==> src/rtl/sample_mem_arbiter_if.sv <==
// sample_mem_arbiter_if: acquisition writer, readout requester and RAM-side signals of the sample memory arbiter
interface sample_mem_arbiter_if #(
    parameter int ADDR_W = 17,
    parameter int DATA_W = 8
);
    logic              wr_req;
    logic [ADDR_W-1:0] wr_addr;
    logic [DATA_W-1:0] wr_data;
    logic              rd_req;
    logic [ADDR_W-1:0] rd_addr;
    logic              rd_ack;
    logic              rd_valid;
    logic [DATA_W-1:0] rd_data;
    logic              rd_err;
    logic [ADDR_W-1:0] mem_addr;
    logic [DATA_W-1:0] mem_wdata;
    logic              mem_we;
    logic [DATA_W-1:0] mem_rdata;
    modport slave (
        input  wr_req, wr_addr, wr_data, rd_req, rd_addr, mem_rdata,
        output rd_ack, rd_valid, rd_data, rd_err, mem_addr, mem_wdata, mem_we
    );
    modport master (
        output wr_req, wr_addr, wr_data, rd_req, rd_addr, mem_rdata,
        input  rd_ack, rd_valid, rd_data, rd_err, mem_addr, mem_wdata, mem_we
    );
endinterface

==> src/rtl/sample_mem_arbiter.sv <==
// sample_mem_arbiter: shares the single-port sample RAM, acquisition writes always win, readout takes idle slots
module sample_mem_arbiter #(
    parameter int ADDR_W     = 17,
    parameter int DATA_W     = 8,
    parameter int DEPTH      = 51200,
    parameter int MEM_LAT    = 1,
    parameter int STARVE_MAX = 1024
) (
    input  logic                 clk,
    input  logic                 reset,
    sample_mem_arbiter_if.slave  bus,
    input  logic                 flags_clr,
    output logic                 wr_drop,
    output logic                 rd_starved
);
    localparam logic [1:0] S_IDLE  = 2'd0;
    localparam logic [1:0] S_WRITE = 2'd1;
    localparam logic [1:0] S_READ  = 2'd2;
    localparam int CW = $clog2(STARVE_MAX + 1);
    localparam logic [ADDR_W:0] LIMIT = (ADDR_W + 1)'(DEPTH);
    localparam logic [CW-1:0] CMAX = CW'(STARVE_MAX);

    logic [1:0]         state;
    logic               err0;
    logic [MEM_LAT-1:0] v_sr;
    logic [MEM_LAT-1:0] e_sr;
    logic [CW-1:0]      starve_cnt;
    logic               wr_ok;
    logic               rd_ok;
    logic               blocked;
    logic               drop_set;
    logic               starve_set;

    assign wr_ok        = {1'b0, bus.wr_addr} < LIMIT;
    assign rd_ok        = {1'b0, bus.rd_addr} < LIMIT;
    assign bus.rd_ack   = !reset && !bus.wr_req && bus.rd_req;
    assign blocked      = bus.rd_req && bus.wr_req;
    assign drop_set     = bus.wr_req && !wr_ok;
    assign starve_set   = blocked && starve_cnt >= CMAX - CW'(1);
    assign bus.rd_valid = v_sr[MEM_LAT-1];
    assign bus.rd_err   = e_sr[MEM_LAT-1];
    assign bus.rd_data  = (bus.rd_valid && !bus.rd_err) ? bus.mem_rdata : '0;

    // state==S_READ is the first stage of the read-return pipeline; v_sr/e_sr add MEM_LAT more
    always_ff @(posedge clk) begin
        if (reset) begin
            state         <= S_IDLE;
            err0          <= 1'b0;
            v_sr          <= '0;
            e_sr          <= '0;
            bus.mem_addr  <= '0;
            bus.mem_wdata <= '0;
            bus.mem_we    <= 1'b0;
            starve_cnt    <= '0;
            wr_drop       <= 1'b0;
            rd_starved    <= 1'b0;
        end else begin
            state   <= bus.wr_req ? S_WRITE : bus.rd_req ? S_READ : S_IDLE;
            err0    <= bus.rd_ack && !rd_ok;
            v_sr[0] <= state == S_READ;
            e_sr[0] <= err0;
            for (int i = 1; i < MEM_LAT; i++) begin
                v_sr[i] <= v_sr[i-1];
                e_sr[i] <= e_sr[i-1];
            end
            bus.mem_we <= bus.wr_req && wr_ok;
            if (bus.wr_req ? wr_ok : bus.rd_req && rd_ok)
                bus.mem_addr <= bus.wr_req ? bus.wr_addr : bus.rd_addr;
            if (bus.wr_req && wr_ok)
                bus.mem_wdata <= bus.wr_data;
            starve_cnt <= !blocked ? '0 : starve_cnt == CMAX ? CMAX : starve_cnt + CW'(1);
            wr_drop    <= drop_set || (wr_drop && !flags_clr);
            rd_starved <= starve_set || (rd_starved && !flags_clr);
        end
    end
endmodule

==> src/flat_wrapper.sv <==
// flat-port wrapper written by rule: the top's interface ports become plain ports
module sample_mem_arbiter_flat 
#(
    parameter int ADDR_W     = 17,
    parameter int DATA_W     = 8,
    parameter int DEPTH      = 51200,
    parameter int MEM_LAT    = 1,
    parameter int STARVE_MAX = 1024
)
  (clk, reset, flags_clr, wr_drop, rd_starved, bus_wr_req, bus_wr_addr, bus_wr_data, bus_rd_req, bus_rd_addr, bus_mem_rdata, bus_rd_ack, bus_rd_valid, bus_rd_data, bus_rd_err, bus_mem_addr, bus_mem_wdata, bus_mem_we);
  sample_mem_arbiter_if #(.ADDR_W(ADDR_W), .DATA_W(DATA_W)) bus_i ();
  input  logic clk;
  input  logic reset;
  input  logic flags_clr;
  output logic wr_drop;
  output logic rd_starved;
  input wire logic [$bits(bus_i.wr_req)-1:0] bus_wr_req;
  input wire logic [$bits(bus_i.wr_addr)-1:0] bus_wr_addr;
  input wire logic [$bits(bus_i.wr_data)-1:0] bus_wr_data;
  input wire logic [$bits(bus_i.rd_req)-1:0] bus_rd_req;
  input wire logic [$bits(bus_i.rd_addr)-1:0] bus_rd_addr;
  input wire logic [$bits(bus_i.mem_rdata)-1:0] bus_mem_rdata;
  output wire logic [$bits(bus_i.rd_ack)-1:0] bus_rd_ack;
  output wire logic [$bits(bus_i.rd_valid)-1:0] bus_rd_valid;
  output wire logic [$bits(bus_i.rd_data)-1:0] bus_rd_data;
  output wire logic [$bits(bus_i.rd_err)-1:0] bus_rd_err;
  output wire logic [$bits(bus_i.mem_addr)-1:0] bus_mem_addr;
  output wire logic [$bits(bus_i.mem_wdata)-1:0] bus_mem_wdata;
  output wire logic [$bits(bus_i.mem_we)-1:0] bus_mem_we;
  assign bus_i.wr_req = bus_wr_req;
  assign bus_i.wr_addr = bus_wr_addr;
  assign bus_i.wr_data = bus_wr_data;
  assign bus_i.rd_req = bus_rd_req;
  assign bus_i.rd_addr = bus_rd_addr;
  assign bus_i.mem_rdata = bus_mem_rdata;
  assign bus_rd_ack = bus_i.rd_ack;
  assign bus_rd_valid = bus_i.rd_valid;
  assign bus_rd_data = bus_i.rd_data;
  assign bus_rd_err = bus_i.rd_err;
  assign bus_mem_addr = bus_i.mem_addr;
  assign bus_mem_wdata = bus_i.mem_wdata;
  assign bus_mem_we = bus_i.mem_we;
  sample_mem_arbiter #(.ADDR_W(ADDR_W), .DATA_W(DATA_W), .DEPTH(DEPTH), .MEM_LAT(MEM_LAT), .STARVE_MAX(STARVE_MAX)) u_core (.clk(clk), .reset(reset), .bus(bus_i), .flags_clr(flags_clr), .wr_drop(wr_drop), .rd_starved(rd_starved));
endmodule
==> config.mk <==
export PLATFORM = sky130hd
export DESIGN_NAME = sample_mem_arbiter_flat
export DESIGN_NICKNAME = d
export VERILOG_FILES = /design/src/rtl/sample_mem_arbiter_if.sv /design/src/rtl/sample_mem_arbiter.sv /design/src/flat_wrapper.sv
export SDC_FILE = /design/constraint.sdc
export NUM_CORES = 1
export LEC_CHECK = 0
export ABC_AREA = 1
export CORE_MARGIN = 1.5
export CORE_UTILIZATION = 43
export CTS_CLUSTER_SIZE = 12
export DETAILED_ROUTE_END_ITERATION = 10
export PLACE_DENSITY = 0.81
export SETUP_SLACK_MARGIN = 0.2
export SLEW_MARGIN = 10
export SYNTH_ARGS = -nofsm -noshare
export SYNTH_HDL_FRONTEND = slang
export SYNTH_SLANG_ARGS = --single-unit
==> constraint.sdc <==
create_clock -name clk -period 1.3 [get_ports clk]
set_input_delay 0.195 -clock clk [delete_from_list [all_inputs] [get_ports clk]]
set_output_delay 0.195 -clock clk [all_outputs]
set_load 0.03 [all_outputs]
Yosys cells after proc, flatten, opt, wreduce, memory -nomap -nowiden

Index checks and enable logic that the tools add are counted.

Register bits: 44
Input port bits: 55
Output and inout port bits: 39
Logic and storage cells: 47

Add/sub/neg operators: 1
Magnitude comparators: 3
Equal/unequal tests: 2
Mux-type cells: 6
Bitwise operators: 1
Reduce and logical (&&, ||, !) cells: 22

Operators by type and width:

| kind                  | number |
|---|---|
| $lt 17x16->1 const B  | 2 |
| $mux 17               | 1 |
| $add 11x1->11 const B | 1 |
| $eq 11x11->1 const B  | 1 |
| $ge 11x10->1 const B  | 1 |
| $logic_and 1x1->1     | 11 |
| $mux 11               | 1 |
| $mux 8                | 1 |
| $logic_not 1->1       | 6 |
| $reduce_or 2->1       | 2 |
| $reduce_or 3->1       | 1 |
| $eq 2x2->1 const B    | 1 |
| $logic_or 1x1->1      | 2 |
| $mux 1                | 2 |
| $mux 2                | 1 |
| $not 1->1             | 1 |

Logic depth before layout (Yosys ltp)

Gate-level depths: netlist of the first run.

Word-level depth: 4
Depth in mapped cells: 8
Gate-level depth less buffers: 7

Least setup slack after synthesis of the first run

No wires, ideal clock.

Kind: input port to flip-flop
From: in bus_wr_req
To: reg u_core.err0
Library setup time: 0.076 ns
Data arrival time: 1.277 ns
Data required time: 1.224 ns
Slack: -0.053 ns
Stages on the path: 3
Buffers on the path: 1
Cells stage by stage: buf_6 nor3_1 a21boi_0

Longest elaborated chain between the ends: 4

RTL lines:

| what                            | RTL line                 | text |
|---|---|---|
| from (decl)                     | flat_wrapper.sv:17       | `input wire logic [$bits(bus_i.wr_req)-1:0] bus_wr_req;` |
| $logic_not 1->1                 | sample_mem_arbiter.sv:36 | `assign bus.rd_ack = !reset && !bus.wr_req && bus.rd_req;` |
| $logic_and 1x1->1 (2 in series) | sample_mem_arbiter.sv:36 |  |
| named net bus_rd_ack            | flat_wrapper.sv:23       | `output wire logic [$bits(bus_i.rd_ack)-1:0] bus_rd_ack;` |
| $logic_and 1x1->1               | sample_mem_arbiter.sv:59 | `err0 <= bus.rd_ack && !rd_ok;` |
| to (signal assigned)            | sample_mem_arbiter.sv:59 |  |
| to (decl)                       | sample_mem_arbiter.sv:24 | `logic err0;` |

The timed path passes the listed nets, and every way through them passes these cells.
A chain may end at the register's enable or synchronous reset.

Final worst setup path of the first run

From: reg u_core.e_sr, in the netlist u_core.bus.rd_err
To: out bus_rd_data[4]

Longest elaborated chain between the ends: 3

RTL lines:

| what                              | RTL line                 | text |
|---|---|---|
| from (decl)                       | sample_mem_arbiter.sv:26 | `logic [MEM_LAT-1:0] e_sr;` |
| from (signal, indexed assignment) | sample_mem_arbiter.sv:64 | `e_sr[i] <= e_sr[i-1];` |
| $logic_not 1->1                   | sample_mem_arbiter.sv:42 | `assign bus.rd_data = (bus.rd_valid && !bus.rd_err) ? bus.mem_rdata : '0;` |
| $logic_and 1x1->1                 | sample_mem_arbiter.sv:42 |  |
| $mux 8                            | sample_mem_arbiter.sv:42 |  |
| to (decl)                         | flat_wrapper.sv:25       | `output wire logic [$bits(bus_i.rd_data)-1:0] bus_rd_data;` |

Every way passes these cells.

==> impl_metrics.py, run 1 <==
metrics = {
    "finish": {
        "drive_above_1_share": 0.393,
        "final_cell_count_no_fill": 530,
        "antenna_cells": 0,
        "areaGrowthSynthToFinish_pct": 79.3,
        "fin_nets": 516,
        "final_core_util": 0.794,
    },
    "synth": {
        "synth_edf_count": 0,
        "syn_nets": 381,
        "synth.avg_cell_area_um2": 6.93,
        "async_flop_share": 0,
        "ys_ff_latch": 44,
        "ys.flop_type": "dfxtp_1",
        "synth_cell_types": 27,
        "ys_seq_area_frac": 0.392,
        "yosys_warnings": 0,
        "syn_area_mm2": 0.00225,
        "synthCells": 324,
    },
    "placement": {
        "dp.cells": 497,
        "port_buffers": 93,
        "dp_hpwl_um": 4700,
        "gp_congestion": 0.812,
    },
    "critical_path": {
        "regToRegSetupSlack_ps": 60,
        "cp.required_ps": 1110,
        "startpoint_type": "flip-flop",
        "critPathTopFamily": "flip-flops",
        "arrival_ps": 1090,
        "path_class": "reg -> out",
        "endpoint_kind": "primary output",
        "max_stage_delay_ps": 330,
        "cpMaxStageDelayCell": "dfxtp_2",
        "crit_path_cell_trace": "inv_2 > nand2_8 > nor2_2 > buf_6",
        "worst-path-buf-inv": 2,
        "cp_max_fo": 8,
    },
    "sta": {
        "drv_slew": 0,
        "setup_viol": 0,
        "worst_pin_slew_ps": 320,
        "maxSlewHeadroom": 0.785,
        "layout_worst_path_cycle_share": 0.991,
        "rsz0062_at_grt": "true",
        "period_needed_ps": 1290,
        "clock_skew_ps": 7.51,
        "hold_violations": 0,
        "max_freq_ghz": 0.777,
    },
    "global_routing": {
        "grt_max_degree": 18,
        "first_global_vias": 2587,
        "grt_usage": 0.272,
        "grt-ovfl-total": 0,
        "grt_antenna_before_repair": 0,
        "grt_pass1_wl_um": 11600,
    },
    "clock_tree": {
        "cts_hold_buffers": 0,
        "cts_root_buf": "clkbuf_8",
        "cts_tree": "built",
        "clkSinkCount": 44,
        "cts_made_buffers": 5,
        "htree_num_levels": 2,
        "clk_pin_slew_ps": 90,
        "insertion_delay_ps": 310,
        "clk_path_buf_depth": 2,
    },
    "route": {
        "routed_wl_um": 8740,
        "drt_iter0_markers": 200,
        "avgRoutedWirePerCell_um": 16.5,
        "drc": 0,
        "antenna_left": 0,
        "viasPerCell": 5.13,
        "vias": 2721,
        "drt_pass1_iterations": 4,
    },
    "power_and_ir_drop": {
        "powerDensity_mw_per_mm2": 873,
        "max-vdd-ir-drop_mv": 0.582,
        "p_leak_nw": 1.89,
    },
    "run_status": {
        "status": "finished clean",
    },
    "floorplan": {
        "core_mm2": 0.00507,
        "fp-row-count": 26,
        "die_w_um": 75.3,
        "ios": 94,
        "dieArea_mm2": 0.00567,
        "start_util": 0.443,
        "die_y_um": 75.3,
    },
    "min_path": {
        "worstHoldPathType": "in -> reg",
    },
    "job": {
        "cap_viol_max_count": 0,
    },
}
## metrics by stage
step	power (W)	hold slack (ps)	setup WS, ps	instance area, um2	TNS (ps)
after floorplan	0.00188	264	-1.29	2310	-9.03
after global placement	0.00228	376	-242	3430	-7990
after detailed placement	0.00230	376	-329	3430	-10270
after CTS	0.00343	199	24.0	3780	0
after global routing	0.00364	182	-35.8	4030	-184
final	0.00351	177	12.2	4030	0
## sequential cells by signal (all words and copies together) (netlist names)
| register | flops |
|---|---|
| u_core.bus.rd_valid | 1 |
| u_core.bus.mem_wdata | 8 |
| u_core.starve_cnt | 11 |
| u_core.bus.mem_we | 1 |
| u_core.bus.mem_addr | 17 |
| u_core.state | 2 |
| u_core.bus.rd_err | 1 |
| u_core.wr_drop | 1 |
| u_core.err0 | 1 |
| u_core.rd_starved | 1 |
## power by group
| part | switching, W | leakage [nW] | internal [W] |
|---|---|---|---|
| registers | 0.0000408 | 0.364 | 0.00141 |
| clock network | 0.000527 | 0.0548 | 0.000579 |
| logic | 0.000504 | 1.47 | 0.000456 |
## kinds of logic (layout without fill, tap and decap cells)
logic type	Yosys count	in the layout	synth area share
fa+ha+maj	2	2	0.0111
xor+xnor	4	4	0.0156
compound gates	34	34	0.0802
flops	44	44	0.392
simple gates	181	181	0.381
buf+inv	59	195	0.120
## worst register-to-register path, stage by stage, from the launching register on
cell       delay, ps
dfxtp_4          380
inv_4             60
ha_4             110
nand4_1          120
o21ai_4          220
clkbuf_16        200
nor3b_2           50
## repair_timing
action                     in CTS  in global routing
setup endpoints to repair      76                 45
setup buffers                  14                  4
gates cloned                    5                  2
gates resized for setup       204                 62
pin swaps                      22                 20
## final timing paths
path	startpoint	to	cells after the start
setup / recovery	u_core.bus.rd_err	bus_rd_data[4]	4
hold / removal	reset	u_core.state[0]	2
setup reg to reg	u_core.starve_cnt[1]	u_core.starve_cnt[4]	6
hold reg to reg	u_core.state[0]	u_core.bus.rd_valid	1
## final cells by class
cell class | count | area, um2
inverters | 46 | 178
well taps | 70 | 87.6
multi-input cells | 221 | 1370
repair buffers | 141 | 1380
clock buffers | 5 | 68.8
flip-flops and latches | 44 | 897
clock inverters | 3 | 46.3
fillers | 313 | 1050
## layer usage
metal  track usage  wire length (um)  vias to the layer above
li1              -                 -                     1268
met1         0.295              3230                     1285
met2         0.492              4460                      137
met3        0.0736               726                       31
met4         0.123               326                        0
met5             0                 0                        -
## cells in the mapped netlist (2+ instances only)
cell type,count,area share
o21ai_0,4,0.0089
nor2_2,3,0.0084
nor2_4,2,0.010
xnor2_1,3,0.012
nand2_1,91,0.15
nand3_1,19,0.042
nand3_2,14,0.062
buf_2,6,0.013
nor3b_2,2,0.011
dfxtp_1,44,0.39
nor3_1,4,0.0089
inv_1,44,0.074
a21oi_1,27,0.060
ha_1,2,0.011
buf_6,5,0.025
nor2_1,43,0.072
## layout by cell type, fill, tap and decap left out, types with 3 or more instances in the layout
master / synthesis / final
a21oi_1: 27 / 16
a21oi_2: 1 / 10
buf_12: 0 / 7
buf_16: 0 / 4
buf_2: 6 / 25
buf_4: 1 / 32
buf_6: 5 / 15
clkbuf_2: 0 / 4
clkbuf_4: 0 / 3
clkbuf_8: 0 / 5
clkdlybuf4s15_1: 0 / 3
clkdlybuf4s50_1: 0 / 39
dfxtp_1: 44 / 37
dfxtp_2: 0 / 4
dfxtp_4: 0 / 3
dlygate4sd2_1: 0 / 6
inv_1: 44 / 36
inv_2: 1 / 7
nand2_1: 91 / 87
nand2_2: 0 / 3
nand3_1: 19 / 14
nand3_2: 14 / 16
nand3_4: 1 / 4
nor2_1: 43 / 29
nor2_2: 3 / 7
nor2_4: 2 / 12
o21ai_0: 4 / 4
xnor2_1: 3 / 3
Note: power is estimated with default switching activity, not from simulation.
==> run 2: changes to the inputs <==
--- a/config.mk
+++ b/config.mk
@@ -7,10 +7,12 @@
 export LEC_CHECK = 0
 export ABC_AREA = 1
 export CORE_MARGIN = 1.5
-export CORE_UTILIZATION = 43
+export CORE_UTILIZATION = 44
+export CTS_BUF_LIST = sky130_fd_sc_hd__clkbuf_4
 export CTS_CLUSTER_SIZE = 12
 export DETAILED_ROUTE_END_ITERATION = 10
-export PLACE_DENSITY = 0.81
+export PLACE_DENSITY = 0.82
+export RECOVER_POWER = 100
 export SETUP_SLACK_MARGIN = 0.2
 export SLEW_MARGIN = 10
 export SYNTH_ARGS = -nofsm -noshare
==> impl_metrics.py, run 2 (synthesis results as in run 1) <==
metrics = {
    "critical_path": {
        "path_common_cell": "buf_4",
        "cpMaxStageDelayCell": "clkbuf_1",
        "r2r_cells": 6,
        "cp.required_ps": 1590,
        "endpoint_kind": "flip-flop",
        "critPathTopFamily": "buffers and inverters",
        "arrival_ps": 1760,
        "path_depth": 9,
        "regToRegSetupSlack_ps": 10,
        "cp_max_fo": 9,
        "startpoint_type": "input port",
        "max_stage_delay_ps": 380,
        "crit_path_cell_trace": "dlygate4sd2_1 > inv_2 > nand2_2 > buf_4 > buf_4 > a21oi_2 > clkbuf_1 > nand3_1 > a21oi_1",
        "worst-path-buf-inv": 5,
        "path_class": "in -> reg",
    },
    "floorplan": {
        "die_w_um": 74.4,
        "fp-row-count": 25,
        "ios": 94,
        "core_mm2": 0.00482,
        "die_y_um": 74.4,
        "dieArea_mm2": 0.00554,
        "start_util": 0.466,
    },
    "finish": {
        "layout_common_cells": "nand2_1, clkdlybuf4s50_1, buf_6",
        "top_register": "u_core.bus.mem_addr",
        "nFillCells": 243,
        "areaGrowthSynthToFinish_pct": 82.0,
        "fin_nets": 518,
        "final_common_cell": "nand2_1",
        "drive_above_1_share": 0.433,
        "antenna_cells": 0,
        "reg.largest.list": "u_core.bus.mem_addr x17, u_core.starve_cnt x11, u_core.bus.mem_wdata x8",
        "final_area_mm2": 0.00409,
        "largest_register_ffs": 17,
    },
    "sta": {
        "layout_worst_path_cycle_share": 1.13,
        "rsz0062_at_grt": "true",
        "clock_skew_ps": 28.6,
        "setup_viol": 22,
        "drv_slew": 0,
        "fin_ws_ps": -173,
        "worst_pin_slew_ps": 449,
        "period_needed_ps": 1470,
        "hold_violations": 0,
        "tns_ps": -1730,
        "max_freq_ghz": 0.679,
        "maxSlewHeadroom": 0.701,
    },
    "placement": {
        "gp_congestion": 0.836,
        "dp_hpwl_um": 4570,
        "port_buffers": 93,
        "placed_cell_area_mm2": 0.00340,
    },
    "route": {
        "drt_pass1_iterations": 5,
        "vias": 2867,
        "drt_iter0_markers": 276,
        "antenna_left": 0,
        "avgRoutedWirePerCell_um": 18.2,
        "viasPerCell": 5.42,
        "routed_wl_um": 9610,
        "drc": 0,
    },
    "job": {
        "cap_viol_max_count": 0,
    },
    "min_path": {
        "worstHoldPathType": "in -> reg",
        "whs_path_depth": 2,
    },
    "clock_tree": {
        "cts_made_buffers": 5,
        "insertion_delay_ps": 390,
        "cts_tree": "built",
        "htree_num_levels": 2,
        "clkSinkCount": 44,
        "clk_path_buf_depth": 2,
        "clk_pin_slew_ps": 150,
        "cts_root_buf": "clkbuf_4",
    },
    "run_status": {
        "status": "complete, but fails checks",
        "violations": "setup timing",
    },
    "power_and_ir_drop": {
        "power_w": 0.00338,
        "max-vdd-ir-drop_mv": 0.835,
        "powerDensity_mw_per_mm2": 826,
        "p_leak_nw": 1.86,
    },
    "global_routing": {
        "grt_max_degree": 17,
        "grt_usage": 0.293,
        "grt-ovfl-total": 0,
        "first_global_vias": 2606,
        "grt_pass1_wl_um": 12200,
        "grt_antenna_before_repair": 0,
    },
}
==> run 2: cell count changes in the layout (fill, tap and decap cells not counted), moves of 5 or more <==
cell      previous run  this run
dfxtp_1             37        13
clkbuf_1             0         6
buf_2               25         1
clkbuf_8             5         0
dfxtp_2              4        30
buf_6               15        37
==> run 2: worst paths after layout <==
check                            endpoint                 start
hold reg to reg       u_core.bus.rd_valid       u_core.state[0]
setup / recovery  u_core.bus.mem_wdata[2]       bus_wr_addr[11]
setup reg to reg     u_core.starve_cnt[2]  u_core.starve_cnt[8]
hold / removal            u_core.state[0]                 reset
==> run 2: where the power goes <==
| part | leakage (nW) | switching [W] | internal, W |
|---|---|---|---|
| Clock | 0.0412 | 0.000513 | 0.000401 |
| Combinational | 1.45 | 0.000511 | 0.000478 |
| Sequential | 0.373 | 0.0000527 | 0.00142 |
| Total | 1.86 | 0.00108 | 0.00230 |
==> run 2: timing repair <==
action | 4_1_cts | 5_1_grt
gates cloned | 6 | 0
pin swaps | 23 | 16
hold buffers | 0 | 0
buffers inserted | 17 | 7
resized for setup | 257 | 92
endpoints found under the setup margin | 77 | 70
==> run 2: layer usage <==
layer	part of all wire	track usage
met4	0.055	0.141
met3	0.086	0.0678
met2	0.49	0.511
met5	0	0
met1	0.36	0.337
==> run 2: per-stage QoR <==
| step | util | worst slack, ps | hold WS, ps | instances |
|---|---|---|---|---|
| after CTS | 0.811 | -31.2 | 125 | 522 |
| after detailed placement | 0.705 | -293 | 392 | 491 |
| after floorplan | - | -1.29 | 264 | 324 |
| after global placement | 0.705 | -289 | 385 | 491 |
| final | 0.849 | -173 | 89.8 | 529 |
| after global routing | 0.849 | -180 | 101 | 529 |
==> run 2: cell type report <==
class | instances | area (um2) | share of cell area
multi-input cells | 221 | 1350 | 0.331
clock inverters | 3 | 42.5 | 0.0104
flip-flops and latches | 44 | 922 | 0.226
repair buffers | 143 | 1480 | 0.361
inverters | 46 | 175 | 0.0429
well taps | 67 | 83.8 | 0.0205
clock buffers | 5 | 37.5 | 0.00918
==> run 3: changes to the inputs <==
--- a/config.mk
+++ b/config.mk
@@ -6,6 +6,7 @@
 export NUM_CORES = 1
 export LEC_CHECK = 0
 export ABC_AREA = 1
+export CAP_MARGIN = 40
 export CORE_MARGIN = 1.5
 export CORE_UTILIZATION = 44
 export CTS_BUF_LIST = sky130_fd_sc_hd__clkbuf_4
==> results of run 3 <==
Same layout as run 2: the final DEF is identical, and so are final timing and power.
